## src/rtl/fetch_pkg.sv

```systemverilog
// Shared types and constants for the instruction fetch front end.
// The misaligned-redirect check in fetch_controller is built only when
// FETCH_ALIGN_CHECK_EN is defined.
package fetch_pkg;

  localparam int ADDR_W  = 9;
  localparam int INSTR_W = 32;
  localparam int PC_STEP = 4;
  localparam logic [ADDR_W-1:0] RESET_PC = 9'h000;

  typedef enum logic [1:0] {
    IDLE = 2'd0,
    RUN  = 2'd1,
    HALT = 2'd2
  } fetch_state_e;

  typedef struct packed {
    logic [ADDR_W-1:0]  pc;
    logic [INSTR_W-1:0] instr;
  } fetch_entry_t;

endpackage

```

## src/rtl/fetch_queue.sv

```systemverilog
// Small synchronous FIFO holding fetched {pc, instr} entries.
// Flush empties it in one edge. The head is read straight from storage, with
// no bypass, so a pushed word becomes visible one edge after it is written.
module fetch_queue #(
  parameter int DATA_W = 41,
  parameter int QDEPTH = 2
) (
  input  logic              clk,
  input  logic              rst_n,
  input  logic              push_i,
  input  logic              pop_i,
  input  logic              flush_i,
  input  logic [DATA_W-1:0] data_i,
  output logic [DATA_W-1:0] data_o,
  output logic [$clog2(QDEPTH+1)-1:0] count_o,
  output logic              full_o,
  output logic              empty_o
);

  localparam int PTR_W = $clog2(QDEPTH);
  localparam int CNT_W = $clog2(QDEPTH+1);

  logic [DATA_W-1:0] mem_q [QDEPTH];
  logic [PTR_W-1:0]  wr_q, rd_q;
  logic [CNT_W-1:0]  cnt_q;

  // Storage, pointers and occupancy. Storage is cleared on reset so the head
  // reads as zero until the first word arrives.
  always_ff @(posedge clk or negedge rst_n) begin
    if (!rst_n) begin
      for (int i = 0; i < QDEPTH; i++) mem_q[i] <= '0;
      wr_q  <= '0;
      rd_q  <= '0;
      cnt_q <= '0;
    end else if (flush_i) begin
      wr_q  <= '0;
      rd_q  <= '0;
      cnt_q <= '0;
    end else begin
      if (push_i) begin
        mem_q[wr_q] <= data_i;
        wr_q        <= wr_q + PTR_W'(1);
      end
      if (pop_i) rd_q <= rd_q + PTR_W'(1);
      if (push_i && !pop_i)      cnt_q <= cnt_q + CNT_W'(1);
      else if (pop_i && !push_i) cnt_q <= cnt_q - CNT_W'(1);
    end
  end

  assign data_o  = mem_q[rd_q];
  assign count_o = cnt_q;
  assign full_o  = (cnt_q == CNT_W'(QDEPTH));
  assign empty_o = (cnt_q == '0);

endmodule

```

## src/rtl/fetch_controller.sv

```systemverilog
// Instruction fetch controller: owns the fetch PC, drives the ROM address,
// queues {pc, instr} words for decode and handles stalls and redirects.
// Define FETCH_ALIGN_CHECK_EN to trap misaligned redirect targets (sticky
// misalign_err, halt until reset); otherwise target bits [1:0] are dropped.
module fetch_controller #(
  parameter int ADDR_W  = fetch_pkg::ADDR_W,
  parameter int INSTR_W = fetch_pkg::INSTR_W,
  parameter int QDEPTH  = 2,
  parameter logic [ADDR_W-1:0] RESET_PC = ADDR_W'(fetch_pkg::RESET_PC)
) (
  input  logic               clk,
  input  logic               rst_n,
  input  logic               fetch_en,
  output logic [ADDR_W-1:0]  imem_addr,
  input  logic [INSTR_W-1:0] imem_instr,
  input  logic               redirect_valid,
  input  logic [ADDR_W-1:0]  redirect_pc,
  output logic               out_valid,
  output logic [INSTR_W-1:0] out_instr,
  output logic [ADDR_W-1:0]  out_pc,
  input  logic               out_ready
`ifdef FETCH_ALIGN_CHECK_EN
  ,
  output logic               misalign_err
`endif
);

  import fetch_pkg::fetch_state_e;
  import fetch_pkg::IDLE;
  import fetch_pkg::RUN;
  import fetch_pkg::HALT;
  import fetch_pkg::PC_STEP;

  localparam int ENTRY_W = ADDR_W + INSTR_W;
  localparam int CNT_W   = $clog2(QDEPTH+1);

  fetch_state_e       state_q, state_d;
  logic [ADDR_W-1:0]  pc_q, pc_d;
  logic               push, pop, flush, redir_ok, misaligned;
  logic               q_full, q_empty;
  logic [ENTRY_W-1:0] q_din, q_dout;
  logic [CNT_W-1:0]   unused_q_count;
  logic [ADDR_W-1:0]  redir_tgt;

  // Targets are always word aligned; the low bits only matter to the check.
  assign redir_tgt = {redirect_pc[ADDR_W-1:2], 2'b00};

`ifdef FETCH_ALIGN_CHECK_EN
  logic err_q, err_d;

  // A misaligned target halts fetch; once halted, redirects are ignored.
  assign misaligned   = redirect_valid && (state_q != HALT) && (redirect_pc[1:0] != 2'b00);
  assign redir_ok     = redirect_valid && (state_q != HALT) && (redirect_pc[1:0] == 2'b00);
  assign misalign_err = err_q;
`else
  logic [1:0] unused_redir_lsb;

  assign unused_redir_lsb = redirect_pc[1:0];
  assign misaligned       = 1'b0;
  assign redir_ok         = redirect_valid;
`endif

  // Redirects win over both queue ports, so a head shown during a redirect is
  // dropped even if decode signals ready.
  assign flush     = redir_ok || misaligned;
  assign out_valid = !q_empty;
  assign pop       = out_valid && out_ready && !flush;
  assign push      = (state_q == RUN) && fetch_en && !redirect_valid && (!q_full || pop);
  assign q_din     = {pc_q, imem_instr};
  assign {out_pc, out_instr} = q_dout;
  assign imem_addr = pc_q;

  // Next state, next PC (and sticky error when the check is built in).
  always_comb begin
    state_d = state_q;
    pc_d    = pc_q;
`ifdef FETCH_ALIGN_CHECK_EN
    err_d   = err_q;
`endif
    case (state_q)
      IDLE:    if (fetch_en) state_d = RUN;
      RUN:     if (!fetch_en) state_d = IDLE;
      HALT:    state_d = HALT;
      default: state_d = IDLE;
    endcase
    // The PC wraps naturally at the top of the ROM.
    if (push)     pc_d = pc_q + ADDR_W'(PC_STEP);
    if (redir_ok) pc_d = redir_tgt;
`ifdef FETCH_ALIGN_CHECK_EN
    if (misaligned) begin
      state_d = HALT;
      err_d   = 1'b1;
    end
`endif
  end

  // FSM state and fetch PC registers.
  always_ff @(posedge clk or negedge rst_n) begin
    if (!rst_n) begin
      state_q <= IDLE;
      pc_q    <= RESET_PC;
    end else begin
      state_q <= state_d;
      pc_q    <= pc_d;
    end
  end

`ifdef FETCH_ALIGN_CHECK_EN
  // Sticky misaligned-redirect flag, cleared only by reset.
  always_ff @(posedge clk or negedge rst_n) begin
    if (!rst_n) err_q <= 1'b0;
    else        err_q <= err_d;
  end
`endif

  fetch_queue #(
    .DATA_W (ENTRY_W),
    .QDEPTH (QDEPTH)
  ) u_queue (
    .clk     (clk),
    .rst_n   (rst_n),
    .push_i  (push),
    .pop_i   (pop),
    .flush_i (flush),
    .data_i  (q_din),
    .data_o  (q_dout),
    .count_o (unused_q_count),
    .full_o  (q_full),
    .empty_o (q_empty)
  );

endmodule

```

## config.mk

```make
export PLATFORM = sky130hd
export DESIGN_NAME = fetch_controller
export DESIGN_NICKNAME = d
export VERILOG_FILES = /design/src/rtl/fetch_pkg.sv /design/src/rtl/fetch_queue.sv /design/src/rtl/fetch_controller.sv
export SDC_FILE = /design/constraint.sdc
export NUM_CORES = 1
export LEC_CHECK = 0
export ABC_AREA = 0
export CORE_MARGIN = 2
export CORE_UTILIZATION = 50
export DETAILED_ROUTE_END_ITERATION = 12
export GPL_TIMING_DRIVEN = 0
export PLACE_DENSITY = 0.86
export SETUP_SLACK_MARGIN = 0.4
export SYNTH_ARGS = -nofsm -noshare
export SYNTH_HDL_FRONTEND = slang
export SYNTH_SLANG_ARGS = --single-unit
```

## constraint.sdc

```tcl
create_clock -name clk -period 2.4 [get_ports clk]
set_input_delay 0.48 -clock clk [delete_from_list [all_inputs] [get_ports clk]]
set_output_delay 0.48 -clock clk [all_outputs]
set_load 0.05 [all_outputs]
```

==> out/results.ini, run 1 <==
[outcome]
status = completed

[job]
drv_cap = 0

[timing]
rsz0062_at_grt = yes
fin_ws_ns = 0.358
fin_setup_tns_ns = 0
setup_viol = 0
tightest_slew_ns = 0.509
finClkSkew_ns = 0.00764
max_freq_mhz = 490
timing.hold.ws_ns = 0.0286
drv_slew = 0
slew_headroom_pct = 66.2
fin_crit_sh_pct = 85.1
hold_violations = 0
layout_min_cycle_time_ns = 2.04

[grt]
grt_first_pass_wirelength_mm = 14.3
antenna_found_initial = 0
grt_overflow_total = 0
grt_pass1_vias = 2843
grt_max_degree = 69
grt_usage_pct = 21.0

[clocking]
clock_path_buffers = 2
cts_tree = built
clkTransAtPathRegs_ns = 0.09
cts_hold_buf = 0
cts_num_sinks = 91
cts_max_level = 3
root_buffer = clkbuf_8
clk_latency_ns = 0.34
cts_buffers = 9

[final_layout]
nets = 446
area_growth_pct = 37.9
nFillCells = 590
layout_common_cells = dfrtp_1 (90), mux2_2 (55), mux2_1 (44), clkdlybuf4s50_1 (39), buf_2 (24)
fin_area_mm2 = 0.00565
drive_gt1_share_pct = 42.3
antenna_cells = 0
final_common_cell = dfrtp_1

[power]
p_leak_uw = 0.00256
power.density_mw_per_mm2 = 874
finalPower_uw = 4940
irDropWorstVdd_mv = 0.459

[floorplan]
die_x_um = 94.5
num_rows = 33
core_mm2 = 0.00809
dieHeight_um = 94.5
die-area_mm2 = 0.00893
pin_count = 97
start_util_pct = 50.6

[route]
firstDrtPassIters = 4
drc = 0
ant_nets = 0
wire_per_inst_um = 18.6
vias_per_cell = 5.32
drtIter0Drc = 96
vias = 2710
wirelength_mm = 9.48

[min_path]
min_path_type = in -> async

[synth]
syn_inst = 281
yosysSeqAreaShare_pct = 55.6
syn_avg_cell_area_um2 = 14.6
synth_seq_cells = 91
yosys_warnings = 0
syn-cell-area_mm2 = 0.00410
synth.distinct_cells = 35

[setup_path]
r2r_slack_ns = 0.44
worstPathCellList = buf_6 > buf_8 > mux2_4 > buf_8
crit_path_end_kind = output pin
rr_endpoint = u_queue.mem_q[60]
worstPathMaxFanout = 5
crit_arrival_ns = 1.56
cp-start-kind = flop
rr_worst_depth = 7
required_ns = 1.92
path_class = reg -> out
r2r-start = state_q[1]
critPathMostFrequentCell = buf_8
crit_slowest_cell = dfrtp_2
cpPeakStageDelay_ns = 0.46

[placed_design]
place_area_mm2 = 0.00515
gp_congestion = 0.781
pre_cts_ws_ns = -0.267
dp.final_hpwl_mm = 6.02
io_buffers = 89

==> worst max-delay path, delay by kind of cell, from the launching register on <==
| kind | cells | cell delay (ns) |
|---|---|---|
| DFF | 1 | 0.46 |
| muxes | 1 | 0.32 |
| buffers and inverters | 3 | 0.45 |
==> power by group <==
group | leakage, µW | switching [µW] | internal, µW
logic | 0.00135 | 1080 | 817
clock network | 0.0000949 | 527 | 427
registers | 0.00112 | 201 | 1890
==> worst max path at each step <==
stage / cells past startpoint / startpoint / to / slack [ns]
after CTS: 4 / u_queue.rd_q / out_pc[2] / 0.27
final: 4 / u_queue.rd_q / out_pc[2] / 0.36
after global routing: 4 / u_queue.rd_q / out_pc[2] / 0.33
after floorplan: 6 / redirect_valid / u_queue.mem_q[77] / 0.47
after detailed placement: 7 / out_ready / u_queue.mem_q[38] / -0.27
after global placement: 1 / rst_n / u_queue.mem_q[77] / -2.31
==> registers in the layout (all words and copies together), names as in the netlist <==
signal,flops
state_q,2
u_queue.rd_q,1
u_queue.mem_q,78
u_queue.wr_q,1
u_queue.count_o,2
imem_addr,7
==> kinds of logic after synthesis <==
family | synth area share, %
AOI/OAI and AO/OA | 2.84
other | 0.0915
adders and majority gates | 0.305
buffers and inverters | 3.36
muxes | 32.7
and+or+nand+nor | 4.49
DFF | 55.6
xor gates and xnor gates | 0.642
==> cells in the mapped netlist <==
cell	n	area (µm²)
a21o_1	1	7.51
a21oi_1	2	10.0
a221o_1	3	30.0
and2_1	1	6.26
buf_1	4	15.0
buf_2	2	10.0
buf_4	6	45.0
buf_6	5	56.3
clkbuf_1	1	3.75
conb_1	1	3.75
dfrtp_1	91	2280
ha_1	1	12.5
inv_1	2	7.51
mux2_1	49	552
mux2_2	69	777
mux2i_1	1	10.0
nand2_1	6	22.5
nand3_1	4	20.0
nand3b_4	1	20.0
nor2_1	7	26.3
nor2_2	1	6.26
nor2_8	1	20.0
nor2b_1	2	12.5
nor3_1	1	5.00
nor3b_1	1	7.51
nor3b_2	1	12.5
nor4_1	2	12.5
o21a_1	1	7.51
o21ai_0	4	20.0
o22ai_1	1	6.26
o311ai_0	4	35.0
or2_2	1	6.26
or3_1	1	6.26
xnor2_1	1	8.76
xor2_1	2	17.5
==> per-stage QoR <==
| stage | utilization [%] | cells |
|---|---|---|
| floorplan | - | 284 |
| global placement | 63.4 | 478 |
| detailed placement | 63.7 | 479 |
| CTS | 67.2 | 503 |
| global route | 69.8 | 509 |
| finish | 69.8 | 509 |
==> final cells by class <==
cell class	instances	area [µm²]	area share (%)
Clock buffer	11	151	2.68
Clock inverter	5	27.5	0.487
Sequential cell	91	2280	40.3
Inverter	2	7.51	0.133
Timing Repair Buffer	104	1080	19.1
Tap cell	105	131	2.33
Buffer	18	199	3.52
Multi-Input combinational cell	173	1770	31.4
==> metal layers <==
metal  vias to the layer above  GRT usage [%]  part of all wire (%)
li1                       1236              -                     -
met1                      1369           26.5                    42
met2                        93           36.6                    52
met3                        12           3.91                   5.1
met4                         0           7.00                   1.2
met5                         -              0                     0
==> what timing repair did <==
action / CTS / global route
gates cloned: 3 / 2
setup buffers: 5 / 4
setup endpoints to repair: 126 / 65
pin swaps: 2 / 2
endpoints found under the hold margin: 0 / 0
resized for setup: 271 / 45
(Power assumes the default switching activity.)
==> inputs of run 2 (changes only) <==
--- a/config.mk
+++ b/config.mk
@@ -8,6 +8,8 @@
 export ABC_AREA = 0
 export CORE_MARGIN = 2
 export CORE_UTILIZATION = 50
+export CTS_BUF_LIST = sky130_fd_sc_hd__clkbuf_16
+export CTS_CLUSTER_SIZE = 16
 export DETAILED_ROUTE_END_ITERATION = 12
 export GPL_TIMING_DRIVEN = 0
 export PLACE_DENSITY = 0.86
==> run 2 against run 1 <==
  * Register-to-register slack hardly changed
  * Critical endpoint unchanged
  * Core utilization is 2.8 points lower
  * Largest power group unchanged
  * Global-route usage is 0.31 points lower
  * Highest routed layer unchanged
  * Critical path depth is 1 lower
  * Die area stayed put
  * Fmax is 2.9% higher
  * Sequential share of layout area is 1.7 points higher
  * Non-clock buffer count is 7 lower
  * Cell area is 4.1% lower
  * Total power is 0.82% higher
==> out/results.ini, run 2 (synthesized netlist as in run 1, its figures left out) <==
[outcome]
status = completed

[floorplan]
dieHeight_um = 94.5
core_mm2 = 0.00809
die-area_mm2 = 0.00893
start_util_pct = 50.6
num_rows = 33
pin_count = 97
die_x_um = 94.5

[final_layout]
nets = 439
multi_input_area_mm2 = 0.00172
drive_gt1_share_pct = 40.8
stdcell_count = 502
antenna_cells = 0
area_growth_pct = 32.3
top_register = u_queue.mem_q
final_common_cell = dfrtp_1
largest_register_ffs = 78
layout_common_cells = dfrtp_1 (90), mux2_2 (69), mux2_1 (44), buf_2 (41), clkdlybuf4s50_1 (39)
regArea_mm2 = 0.00228
fin_area_mm2 = 0.00542
nFillCells = 613

[clocking]
clock_path_buffers = 2
root_buffer = clkbuf_16
cts_max_level = 3
cts_num_sinks = 91
cts_hold_buf = 0
clk_latency_ns = 0.33
clkTransAtPathRegs_ns = 0.06
cts_buffers = 9
cts_tree = built

[route]
wire_per_inst_um = 17.9
ant_nets = 0
firstDrtPassIters = 4
wirelength_mm = 8.99
vias_per_cell = 5.38
drtIter0Drc = 95
vias = 2702
drc = 0

[placed_design]
gp_congestion = 0.781
dp.final_hpwl_mm = 6.02
pre_cts_ws_ns = -0.267
io_buffers = 89
post-place-cells = 479
place_area_mm2 = 0.00515

[setup_path]
endpoint = out_pc[2]
crit_arrival_ns = 1.50
crit_slowest_cell = dfrtp_2
rr_worst_depth = 7
r2r_slack_ns = 0.44
crit_path_end_kind = output pin
cp-start-kind = flop
worstPathMaxFanout = 10
rr_endpoint = u_queue.mem_q[57]
worstPathCellList = buf_6 > mux2_2 > buf_2
cpPeakStageDelay_ns = 0.42
r2r-start = state_q[1]
path_class = reg -> out
required_ns = 1.92
crit_start = u_queue.rd_q

[timing]
layout_min_cycle_time_ns = 1.98
drv_slew = 0
fin_crit_sh_pct = 82.7
slew_headroom_pct = 66.4
fin_ws_ns = 0.415
max_freq_mhz = 504
rsz0062_at_grt = yes
finClkSkew_ns = 0.00610
hold_violations = 0
tightest_slew_ns = 0.506
setup_viol = 0

[grt]
globalRouteMet2Util_pct = 35.8
met1_usage_pct = 25.8
grt_overflow_total = 0
grt_usage_pct = 20.7
grt.busiest_layer = met2
grt_first_pass_wirelength_mm = 14.0
grt_pass1_vias = 2831
grt_max_degree = 69
use_met3_pct = 4.55
antenna_found_initial = 0

[power]
internal_power_uw = 3200
finalPower_uw = 4980
irDropWorstVdd_mv = 0.479
clockPowerShare_pct = 25.1
p_leak_uw = 0.00244
swShare_pct = 35.8
power.density_mw_per_mm2 = 919
p_comb_share_pct = 33.1
p_sw_uw = 1780
seqPwrFrac_pct = 41.8

[job]
drv_cap = 0

[min_path]
min_path_type = in -> async

run 2: cell types whose count changed in the layout (fill, tap and decap cells not counted), moves of 4 or more:
cell,previous run,this run
buf_4,13,9
mux2_2,55,69
mux2_4,19,5
buf_8,22,4
clkbuf_16,2,9
buf_2,24,41
clkbuf_8,11,0
run 2: power groups by stage:
stage	Sequential (µW)	Clock [µW]	Combinational, µW
6_report	2080	1250	1650
2_1_floorplan	2080	0	1220
3_3_place_gp	2070	0	1750
3_5_place_dp	2100	0	1790
4_1_cts	2080	1270	1650
5_1_grt	2120	1340	1740
run 2: layout make-up:
| cell class | count | share of cell area (%) |
|---|---|---|
| clock inverters | 7 | 0.647 |
| flip-flops and latches | 91 | 42.1 |
| well taps | 105 | 2.42 |
| multi-input cells | 173 | 31.8 |
| plain buffers | 18 | 3.86 |
| clock buffers | 9 | 4.16 |
| inverters | 2 | 0.139 |
| repair buffers | 97 | 14.9 |
run 2: critical path: cells and delay by family, from the launching register on:
kind | cells | cell delay [ns]
flops | 1 | 0.42
mux | 1 | 0.36
buf+inv | 2 | 0.40
run 2: layer usage:
metal / wire [µm] / part of all wire (%)
met1: 3770 / 42
met2: 4660 / 52
met3: 457 / 5.1
met4: 107 / 1.2
met5: 0 / 0
run 2: stage by stage:
step	setup TNS [ns]	utilization [%]	hold slack [ns]
final	0	66.9	0.0506
after global routing	0	66.9	0.0652
after CTS	0	66.4	0.0559
after detailed placement	-17.08	63.7	0.406
after global placement	-223.76	63.4	0.425
after floorplan	0	-	0.184
run 2: how the worst min path moves through the flow:
stage / to / start / slack [ns] / cells after the start
floorplan: imem_addr[2] / rst_n / 0.18 / 0
global placement: state_q[0] / state_q[1] / 0.42 / 1
detailed placement: u_queue.mem_q[18] / rst_n / 0.41 / 1
CTS: u_queue.mem_q[18] / rst_n / 0.06 / 1
global route: u_queue.mem_q[62] / rst_n / 0.07 / 1
finish: u_queue.mem_q[62] / rst_n / 0.05 / 1
run 2: repair_timing:
item | in CTS | in global routing
gates cloned | 1 | 0
pin swaps | 2 | 1
resized for setup | 229 | 12
setup buffers | 5 | 1
endpoints found under the setup margin | 127 | 78
==> inputs of run 3 (changes only) <==
--- a/config.mk
+++ b/config.mk
@@ -7,12 +7,12 @@
 export LEC_CHECK = 0
 export ABC_AREA = 0
 export CORE_MARGIN = 2
-export CORE_UTILIZATION = 50
+export CORE_UTILIZATION = 45
 export CTS_BUF_LIST = sky130_fd_sc_hd__clkbuf_16
 export CTS_CLUSTER_SIZE = 16
 export DETAILED_ROUTE_END_ITERATION = 12
 export GPL_TIMING_DRIVEN = 0
-export PLACE_DENSITY = 0.86
+export PLACE_DENSITY = 0.82
 export SETUP_SLACK_MARGIN = 0.4
 export SYNTH_ARGS = -nofsm -noshare
 export SYNTH_HDL_FRONTEND = slang
==> constraint.sdc (replaced) <==
create_clock -name clk -period 1.7 [get_ports clk]
set_input_delay 0.34 -clock clk [delete_from_list [all_inputs] [get_ports clk]]
set_output_delay 0.34 -clock clk [all_outputs]
set_load 0.05 [all_outputs]
==> run 3 against run 2 <==
  * The run now ends with setup timing left
  * Critical path depth rose by 4
  * Non-clock buffer count rose by 29
  * Sequential cell count did not move
  * Die area rose by 11%
  * Clock power rose by 44%
  * Critical path type is now reg -> reg
  * Critical endpoint is now u_queue.mem_q[34]
==> out/results.ini, run 3 (synthesized netlist as in run 1, its figures left out) <==
[outcome]
status = complete, but fails checks
violations = setup timing

[setup_path]
path_class = reg -> reg
worstPathCellList = nor3b_4 > or3_4 > buf_6 > nor2_4 > buf_8 > clkbuf_16 > mux2_4
crit_slowest_cell = or3_4
required_ns = 1.91
crit_arrival_ns = 2.18
cp-start-kind = flop
worstPathMaxFanout = 5
cpPeakStageDelay_ns = 0.40
crit_path_end_kind = flop

[timing]
fin_setup_tns_ns = -22.85
slew_headroom_pct = 59.9
fin_ws_ns = -0.262
fin_crit_sh_pct = 115
setup_viol = 122
max_freq_mhz = 510
tightest_slew_ns = 0.602
hold_violations = 0
drv_slew = 0
timing.hold.ws_ns = 0.00630
finClkSkew_ns = 0.00681
layout_min_cycle_time_ns = 1.96
rsz0062_at_grt = yes

[route]
ant_nets = 0
wirelength_mm = 10.3
vias = 2819
firstDrtPassIters = 4
vias_per_cell = 5.28
drc = 0
wire_per_inst_um = 19.3
drtIter0Drc = 44

[final_layout]
largest_register_ffs = 78
area_growth_pct = 56.4
top_register = u_queue.mem_q
antenna_cells = 0
drive_gt1_share_pct = 60.6
final_common_cell = mux2_4
nets = 468
fin_area_mm2 = 0.00641
layout_common_cells = mux2_4 (98), dfrtp_1 (82), clkdlybuf4s50_1 (39), buf_6 (34), buf_4 (22)

[power]
power.density_mw_per_mm2 = 1230
finalPower_uw = 7890
irDropWorstVdd_mv = 0.794
p_leak_uw = 0.00297

[clocking]
cts_tree = built
clk_latency_ns = 0.34
root_buffer = clkbuf_16
clkTransAtPathRegs_ns = 0.06
cts_hold_buf = 0
cts_max_level = 3
cts_num_sinks = 91
clock_path_buffers = 2
cts_buffers = 9

[placed_design]
dp.final_hpwl_mm = 6.11
io_buffers = 89
place_area_mm2 = 0.00536
gp_congestion = 0.754

[grt]
grt_usage_pct = 20.2
grt_max_degree = 47
grt_overflow_total = 0
antenna_found_initial = 0
grt_first_pass_wirelength_mm = 15.4
grt_pass1_vias = 2955

[floorplan]
die_x_um = 99.4
die-area_mm2 = 0.00988
num_rows = 34
pin_count = 97
core_mm2 = 0.00876
start_util_pct = 46.7
dieHeight_um = 99.4

[min_path]
min_path_type = in -> async

[job]
drv_cap = 0

-- run 3: cell type report --
cell class              count  area (µm²)
plain buffers              18         239
clock buffers               9         225
clock inverters             7        46.3
fillers                   577        2360
inverters                   2        7.51
multi-input cells         173        2170
flip-flops and latches     91        2290
well taps                 108         135
repair buffers            126        1290
-- run 3: power breakdown --
part / switching [µW] / leakage [µW] / internal (µW)
Sequential: 325 / 0.00111 / 2670
Clock: 815 / 0.000123 / 982
Combinational: 1570 / 0.00173 / 1520
Total: 2710 / 0.00297 / 5180
-- run 3: layer usage --
layer	global-route usage (%)	up-vias	part of all wire (%)
li1	-	1283	-
met5	0	-	0
met2	34.4	87	50
met4	7.48	0	2.1
met3	3.23	16	4.6
met1	26.2	1433	43
-- run 3: metrics by stage --
step / worst slack [ns] / instances / util [%]
global route: -0.308 / 534 / 73.1
floorplan: -0.0986 / 284 / -
global placement: -3.19 / 481 / 61.0
CTS: -0.213 / 523 / 69.8
detailed placement: -0.736 / 482 / 61.2
finish: -0.262 / 534 / 73.1
-- run 3: final timing paths --
| path | startpoint | to | slack (ns) | cells past startpoint |
|---|---|---|---|---|
| setup / recovery | u_queue.count_o[1] | u_queue.mem_q[34] | -0.26 | 7 |
| hold / removal | rst_n | u_queue.mem_q[18] | 0.006 | 1 |
| setup reg to reg | u_queue.count_o[1] | u_queue.mem_q[34] | -0.26 | 7 |
| hold reg to reg | state_q[0] | state_q[1] | 0.49 | 1 |
| max in group asynchronous | rst_n | u_queue.mem_q[46] | 1.04 | 2 |
| min in group clk | redirect_valid | u_queue.rd_q | 0.43 | 2 |
-- run 3: worst max-delay path: cells and delay by family, from the launching register on --
| kind | cells | cell delay (ns) |
|---|---|---|
| buffers and inverters | 3 | 0.45 |
| multiplexers | 1 | 0.30 |
| AND/OR/NAND/NOR | 3 | 0.70 |
| flip-flops | 1 | 0.38 |
-- run 3: repair_timing --
item / 4_1_cts / 5_1_grt
resized for setup: 370 / 50
cloned: 4 / 2
endpoints found under the hold margin: 0 / 0
setup endpoints to repair: 133 / 134
pin swaps: 10 / 5
setup buffers: 21 / 9
